==> src/rtl/game_pkg.sv <==
// Shared types and rank constants for the Higher-or-Lower card path.
package game_pkg;

    typedef enum logic [1:0] {
        IDLE = 2'd0,
        DRAW = 2'd1,
        HOLD = 2'd2
    } state_e;

    localparam int RANK_W = 4;
    localparam logic [RANK_W-1:0] RANK_MIN = 4'd1;
    localparam logic [RANK_W-1:0] RANK_MAX = 4'd13;

    // Deterministic substitute when sampling gives up: the rank after prev, wrapping 13 -> 1.
    function automatic logic [RANK_W-1:0] fallback_rank(input logic [RANK_W-1:0] prev);
        if ((prev == RANK_MAX) || (prev == 4'd0)) begin
            return RANK_MIN;
        end else begin
            return prev + 4'd1;
        end
    endfunction

endpackage

==> src/rtl/rand_num_gen.sv <==
// Free-running right-shift Fibonacci LFSR; reseeds to 1 on reset.
module rand_num_gen #(
    parameter int N = 8
) (
    input  logic         clk,
    input  logic         reset,
    input  logic         enable,
    output logic [N-1:0] o_rand
);

    // x^8+x^6+x^5+x^4+1 for the 8-bit case; a short two-tap fallback otherwise.
    localparam logic [N-1:0] TAPS = (N == 8) ? N'(8'h1D) : N'(3);
    localparam logic [N-1:0] SEED = N'(1);

    logic [N-1:0] lfsr_q;
    logic [N-1:0] lfsr_d;

    // Next LFSR value: shift right, feedback parity enters at the MSB.
    always_comb begin
        lfsr_d = lfsr_q;
        if (enable) begin
            lfsr_d = {^(lfsr_q & TAPS), lfsr_q[N-1:1]};
        end else begin
            lfsr_d = lfsr_q;
        end
    end

    // LFSR state register.
    always_ff @(posedge clk or posedge reset) begin
        if (reset) begin
            lfsr_q <= SEED;
        end else begin
            lfsr_q <= lfsr_d;
        end
    end

    assign o_rand = lfsr_q;

endmodule

==> src/rtl/card_draw_ctrl.sv <==
// Deals ranks 1..13 by rejection-sampling an LFSR, with a bounded-retry fallback
// and a valid/ack handshake towards the game FSM.
module card_draw_ctrl
    import game_pkg::*;
#(
    parameter int N         = 8,
    parameter int MAX_TRIES = 16,
    parameter int NO_REPEAT = 1
) (
    input  logic              clk,
    input  logic              reset_n,
    input  logic              draw_req,
    input  logic              card_ack,
    input  logic              clear,
    output logic [RANK_W-1:0] card,
    output logic              card_valid,
    output logic [RANK_W-1:0] prev_card,
    output logic              fallback,
    output logic              busy
);

    localparam int RW = $clog2(MAX_TRIES + 1);
    localparam logic [RW-1:0] LAST_TRY = RW'(MAX_TRIES - 1);

    logic [N-1:0]      rand_s;
    logic              rng_reset_s;
    logic [RANK_W-1:0] cand_s;
    logic              accept_s;
    logic              last_try_s;
    logic              unused_rand_s;

    state_e            state_q, state_d;
    logic [RANK_W-1:0] card_q, card_d;
    logic [RANK_W-1:0] prev_q, prev_d;
    logic              valid_q, valid_d;
    logic              fb_q, fb_d;
    logic              busy_q, busy_d;
    logic [RW-1:0]     retry_q, retry_d;

    assign rng_reset_s = ~reset_n;

    rand_num_gen #(.N(N)) u_rng (
        .clk    (clk),
        .reset  (rng_reset_s),
        .enable (1'b1),
        .o_rand (rand_s)
    );

    assign cand_s        = rand_s[RANK_W-1:0];
    assign unused_rand_s = ^rand_s[N-1:RANK_W];
    assign accept_s      = (cand_s >= RANK_MIN) && (cand_s <= RANK_MAX) &&
                           ((NO_REPEAT == 0) || (cand_s != prev_q));
    assign last_try_s    = (retry_q == LAST_TRY);

    // Next-state and output decode for the IDLE/DRAW/HOLD sequencer.
    always_comb begin
        state_d = state_q;
        card_d  = card_q;
        prev_d  = prev_q;
        valid_d = valid_q;
        fb_d    = fb_q;
        retry_d = retry_q;
        case (state_q)
            IDLE: begin
                if (clear) begin
                    prev_d = 4'd0;
                end else begin
                    prev_d = prev_q;
                end
                if (draw_req) begin
                    state_d = DRAW;
                    retry_d = {RW{1'b0}};
                    fb_d    = 1'b0;
                end else begin
                    state_d = IDLE;
                end
            end
            DRAW: begin
                if (accept_s) begin
                    card_d  = cand_s;
                    valid_d = 1'b1;
                    state_d = HOLD;
                end else if (last_try_s) begin
                    card_d  = fallback_rank(prev_q);
                    fb_d    = 1'b1;
                    valid_d = 1'b1;
                    state_d = HOLD;
                end else begin
                    retry_d = retry_q + RW'(1);
                end
            end
            HOLD: begin
                if (card_ack) begin
                    prev_d  = card_q;
                    valid_d = 1'b0;
                    state_d = IDLE;
                end else begin
                    state_d = HOLD;
                end
            end
            default: begin
                state_d = IDLE;
                valid_d = 1'b0;
            end
        endcase
        busy_d = (state_d != IDLE);
    end

    // Sequencer state and all registered outputs.
    always_ff @(posedge clk or negedge reset_n) begin
        if (!reset_n) begin
            state_q <= IDLE;
            card_q  <= 4'd0;
            prev_q  <= 4'd0;
            valid_q <= 1'b0;
            fb_q    <= 1'b0;
            busy_q  <= 1'b0;
            retry_q <= {RW{1'b0}};
        end else begin
            state_q <= state_d;
            card_q  <= card_d;
            prev_q  <= prev_d;
            valid_q <= valid_d;
            fb_q    <= fb_d;
            busy_q  <= busy_d;
            retry_q <= retry_d;
        end
    end

    assign card       = card_q;
    assign card_valid = valid_q;
    assign prev_card  = prev_q;
    assign fallback   = fb_q;
    assign busy       = busy_q;

endmodule

==> config.mk <==
export PLATFORM = sky130hd
export DESIGN_NAME = card_draw_ctrl
export DESIGN_NICKNAME = d
export VERILOG_FILES = /design/src/rtl/game_pkg.sv /design/src/rtl/rand_num_gen.sv /design/src/rtl/card_draw_ctrl.sv
export SDC_FILE = /design/constraint.sdc
export NUM_CORES = 1
export LEC_CHECK = 0
export ABC_AREA = 1
export ABC_CLOCK_PERIOD_IN_PS = 1760
export BUFFER_PORTS_ARGS = -buffer_cell sky130_fd_sc_hd__buf_4
export CAP_MARGIN = 10
export CORE_MARGIN = 4
export CORE_UTILIZATION = 40
export CTS_CLUSTER_DIAMETER = 200
export CTS_CLUSTER_SIZE = 16
export DETAILED_ROUTE_END_ITERATION = 10
export GPL_TIMING_DRIVEN = 1
export MAX_ROUTING_LAYER = met4
export SYNTH_ARGS = -nofsm -noshare
export SYNTH_HDL_FRONTEND = slang
export SYNTH_HIERARCHICAL = 1
export SYNTH_SLANG_ARGS = --single-unit
==> constraint.sdc <==
create_clock -name clk -period 1.76 [get_ports clk]
set_input_delay 0.264 -clock clk [delete_from_list [all_inputs] [get_ports clk]]
set_output_delay 0.264 -clock clk [all_outputs]
set_load 0.02 [all_outputs]
Word-level counts from Yosys, hierarchy flattened:

Index checks and enable logic that the tools add are counted.

* bitwise gates (word level): 1
* $lt $le $gt $ge: 2
* add/subtract/negate cells: 2
* shift-type cells: 0
* reductions and logical operators: 15
* multiply operators: 0
* eq/ne operators: 12
* muxes and demuxes: 22
* divide/modulo/power cells: 0

Operators by type and width (count)
* $mux W4: 5
* $mux W5: 3
* $ne A2 B2 Y1 const B: 6
* $pmux W5 S2: 1
* $pmux W4 S2: 1
* $reduce_and A4 Y1: 2
* $reduce_bool A2 Y1: 4
* $reduce_xor A8 Y1: 1
* $mux W1: 6
* $mux W2: 3
* $pmux W2 S3: 1
* $reduce_and A3 Y1: 2
* $add A5 B1 Y5 const B: 1
* $eq A5 B4 Y1 const B: 1
* $add A4 B1 Y4 const B: 1
* $eq A4 B4 Y1 const B: 1
* $ge A4 B1 Y1 const B: 1
* $le A4 B4 Y1 const B: 1
* $logic_not A4 Y1: 1
* $ne A4 B4 Y1: 1
* $ne A3 B3 Y1 const B: 1
* $pmux W1 S3: 1
* $eq A2 B1 Y1 const B: 1
* $eq A2 B2 Y1 const B: 1
* other kinds (6): 7

* bits in registers: 26
* bits in writable memories: 0
* ROM bits: 0
* bits of input ports: 5
* word-level logic and storage cells: 62
* memories: 0
* latch bits: 0

Longest topological paths before layout:

* word-level depth: 6
* mapped depth: 10

Modules after synthesis:

Netlist, hierarchy kept.

Modules (own cells, without submodules)
* card_draw_ctrl: area each 1134.8 um2, cells each 152, instances 1
* rand_num_gen: area each 365.4 um2, cells each 45, instances 1

Least setup slack after synthesis:

OpenSTA, ideal clock, no wires.

* kind: reg-to-reg
* start point: register retry_q[0]
* end point: register busy_q (netlist: busy)
* setup slack: 0.358 ns
* arrival time: 1.276 ns
* stages on the path, launching flop included: 11
* path buffers: 0
* required time: 1.635 ns
* cells stage by stage: dfrtp_1 > ha_1 > nand2_1 > nor2_1 > ha_1 > inv_1 > nor2_1 > inv_2 > nand2_2 > inv_2 > nand3_1

* cells in the longest elaborated chain, start to end: 5

RTL lines
* start, declared: RTL line card_draw_ctrl.sv:38 `logic [RW-1:0] retry_q, retry_d;`
* start signal, assigned: RTL line card_draw_ctrl.sv:118 `retry_q <= {RW{1'b0}};`
* start signal, assigned: RTL line card_draw_ctrl.sv:126 `retry_q <= retry_d;`
* $eq A5 B4 Y1: RTL line card_draw_ctrl.sv:53 `assign last_try_s = (retry_q == LAST_TRY);`
* $mux W2: RTL line card_draw_ctrl.sv:83 `end else if (last_try_s) begin`
* $mux W2: RTL line card_draw_ctrl.sv:79 `if (accept_s) begin`
* $pmux W2 S3: RTL line card_draw_ctrl.sv:63 `case (state_q)`
* $reduce_bool A2 Y1: RTL line card_draw_ctrl.sv:106 `busy_d = (state_d != IDLE);`
* via busy_d: RTL line card_draw_ctrl.sv:37 `logic busy_q, busy_d;`
* end signal, assigned: RTL line card_draw_ctrl.sv:125 `busy_q <= busy_d;`
* end, declared: RTL line card_draw_ctrl.sv:37

The timed path passes the listed nets, and every way through them passes these cells.
A chain may end at the register's enable or synchronous reset.

Worst setup path after layout:

* start point: register retry_q[0]
* end point: register card_q[3] (netlist: card[3])

* cells in the longest elaborated chain, start to end: 3

RTL lines
* $eq A5 B4 Y1: RTL line card_draw_ctrl.sv:53
* $reduce_bool A2 Y1 (no source line)
* $reduce_and A2 Y1 (no source line)
* end signal, assigned: RTL line card_draw_ctrl.sv:121 `card_q <= card_d;`
* end, declared: RTL line card_draw_ctrl.sv:33 `logic [RANK_W-1:0] card_q, card_d;`

Every way passes these cells.

==> impl_metrics.csv <==
group,metric,value,unit
detailed_routing,first_pass_iters,4,
clock_network,cts_root_buffer,"clkbuf_8",
global_route,first_global_vias,1209,
floorplanning,die_x,69.2,um
cells_and_area,final_cell_mix,"nand2_1, inv_1, nand3_1, dfrtp_1, buf_4",
worst_setup_path,crit_arrival,1.76,ns
detailed_routing,drtAntennaViolNets,0,
floorplanning,die_h,69.2,um
floorplanning,ios,16,
detailed_routing,drc,0,
global_route,grt_use_total,13.4,%
worst_hold_path,hp-class,"input pin to register",
worst_setup_path,slowest_stage,"dfrtp_1",
worst_setup_path,cp_top_family,"simple AND/OR/NAND/NOR gates",
global_route,overflow,0,
placement,dp_hpwl,2300,um
logic_synthesis,synth_area_leaders,"dfrtp_1, nand2_1, nand3_1",
timing,skew,0.00264,ns
cells_and_area,drive_gt1_share,17.4,%
power_and_ir_drop,powerDensity,1390,nW/um2
cells_and_area,area_delta_synth_final,15.4,%
cells_and_area,final_common_cell,"nand2_1",
clock_network,postCtsSetupRepairBufs,0,
timing,finalHoldViolations,0,
worst_setup_path,crit_buf_inv,2,
cells_and_area,nets,229,
timing,timing.fmax,0.643,GHz
placement,io_buffers,15,
timing,maxSlewViolCount,0,
detailed_routing,drt_iter0_markers,92,
detailed_routing,num_vias,1265,
timing,grt_setup_unrepaired,"false",
floorplanning,initial_utilization,43.3,%
worst_setup_path,crit_chain,"ha_1 > nand2_1 > nor2_1 > ha_1 > inv_1 > nor2_2 > inv_2 > nand2_2 > nand2_1 > nand2_1",
logic_synthesis,synth_seq_cells,26,
worst_setup_path,crit_type,"register to register",
timing,final.setup.tns,0,ns
global_route,grt_pass1_wl,5310,um
timing,fin_crit_sh,88.4,%
worst_setup_path,critPathMaxFanout,6,
worst_setup_path,r2r-start,"retry_q[0]",
worst_setup_path,critPathRequiredTime,1.97,ns
power_and_ir_drop,power.leakage,0.915,nW
floorplanning,coreArea,3470,um2
worst_hold_path,min_to,"busy",
global_route,grt_max_degree,20,
worst_setup_path,startpoint_type,"register",
clock_network,clk_pin_slew,0.09,ns
logic_synthesis,ys_seq_area_share,43.5,%
floorplanning,rows,21,
cells_and_area,n_antenna_cell,0,
detailed_routing,wirelength,2940,um
worst_setup_path,cp-end-kind,"register",
timing,hold_ws,0.241,ns
detailed_routing,wl_per_cell,11.1,um
worst_hold_path,hold_depth,3,
worst_setup_path,crit_start,"retry_q[0]",
status,outcome,"complete, no violations",
clock_network,clockBufferDepth,2,
clock_network,clk_latency,0.26,ns
logic_synthesis,synth_cell_types,24,
worst_setup_path,crit_path_max_incr_delay,0.40,ns
placement,place_congestion,0.789,
logic_synthesis,synth_warnings,6,
power_and_ir_drop,ir_worst_vdd,0.598,mV
run,drv_cap,0,
floorplanning,fp.dieArea,4790,um2
logic_synthesis,yosys.area.top_type,"dfrtp_1",
logic_synthesis,synth_area,1500,um2
worst_hold_path,min-delay-start,"draw_req",
timing,fin_crit,1.56,ns
cells_and_area,fillers,357,
logic_synthesis,synthCells,197,
worst_setup_path,crit_top_cell,"nand2_1",
worst_setup_path,r2r_end,"card[3]",
clock_network,cts_made_buffers,3,
logic_synthesis,synth_top_area_share,41.7,%
clock_network,cts_sinks,26,
timing,relSlewSlack,66.0,%
logic_synthesis,avgSynthCellArea,7.62,um2
clock_network,cts_tree,"done",
detailed_routing,vias_per_cell,4.79,
global_route,antenna_found_initial,0,
timing,worst_pin_slew,0.506,ns
timing,setup_viol,0,
clock_network,h-tree-depth,1,
worst_setup_path,rrSetupSlack,0.20,ns
worst_setup_path,reg2reg_depth,10,
## cells in the mapped netlist
| cell type | number |
|---|---|
| dfstp_2 | 1 |
| nand2_2 | 1 |
| dfrtp_1 | 25 |
| conb_1 | 1 |
| xor2_1 | 1 |
| inv_2 | 7 |
| nor2_2 | 3 |
| nand3_4 | 1 |
| o21ai_1 | 1 |
| nor3b_1 | 1 |
| inv_1 | 25 |
| nor2_4 | 1 |
| ha_1 | 5 |
| clkbuf_8 | 1 |
| o21ai_0 | 13 |
| o21bai_1 | 1 |
| nand3_1 | 25 |
| nand2_1 | 61 |
| nand2_8 | 1 |
| xnor2_1 | 2 |
| a21oi_1 | 3 |
| nand3b_1 | 2 |
| nand2_4 | 3 |
| nor2_1 | 12 |
## registers in the layout, indices dropped and copies added, names as in the netlist
register	count
fallback	1
card	4
prev_card	4
state_q	2
u_rng/o_rand	8
busy	1
retry_q	5
card_valid	1
## through the flow
step	cells	worst slack, ns	total power, mW	instance area [um2]	utilization [%]
CTS	264	0.186	2.42	1730	49.9
global route	264	0.0305	2.61	1730	49.9
floorplan	199	0.358	1.74	1510	-
finish	264	0.204	2.40	1730	49.9
global placement	259	0.287	2.01	1660	48.0
detailed placement	259	0.203	2.04	1660	48.0
## worst max-delay path by stage
stage	endpoint	slack (ns)	depth (start not counted)
detailed placement	card[3]	0.20	10
floorplan	busy	0.36	10
finish	card[3]	0.20	10
global placement	card[0]	0.29	10
CTS	card[3]	0.19	10
global route	card[3]	0.03	10
## worst reg2reg max path, delay by kind of cell (launching register included)
| kind | cells | cell delay, ns |
|---|---|---|
| flops | 1 | 0.40 |
| fa+ha+maj | 2 | 0.41 |
| simple gates | 6 | 0.55 |
| buf+inv | 2 | 0.15 |
## timing repair
| action | in CTS | in global routing |
|---|---|---|
| hold buffers | 1 | 0 |
| endpoints found under the hold margin | 18 | 0 |
| endpoints found under the setup margin | 0 | 1 |
| gates resized for setup | 0 | 1 |
## layout make-up
cell class	count	area [um2]	share of cell area (%)
Tap cell	46	57.6	3.32
Inverter	32	120	6.94
Timing Repair Buffer	16	123	7.08
Multi-Input combinational cell	140	724	41.8
Sequential cell	26	652	37.6
Clock buffer	4	55.1	3.18
## report_power, final
part / switching [mW] / internal (mW)
logic: 0.704 / 0.391
clock network: 0.175 / 0.199
registers: 0.168 / 0.766
## metal layers
metal / GRT usage, % / wire [um] / up-vias
met5: - / 0 / -
met4: 2.82 / 9 / 0
met3: 1.74 / 77 / 2
met2: 22.1 / 1410 / 22
met1: 17.7 / 1440 / 589
li1: - / - / 652
## cell families (layout without fill, tap and decap cells)
kind of cell	Yosys count	count (layout)	share of synthesized area (%)
adders and majority gates	5	5	4.17
xor gates and xnor gates	3	3	1.75
and+or+nand+nor	111	111	35.3
AOI/OAI and AO/OA	18	18	6.17
buffers and inverters	33	52	8.92
other	1	3	0.250
DFF	26	26	43.5
Power figures use the tool's default switching activity.
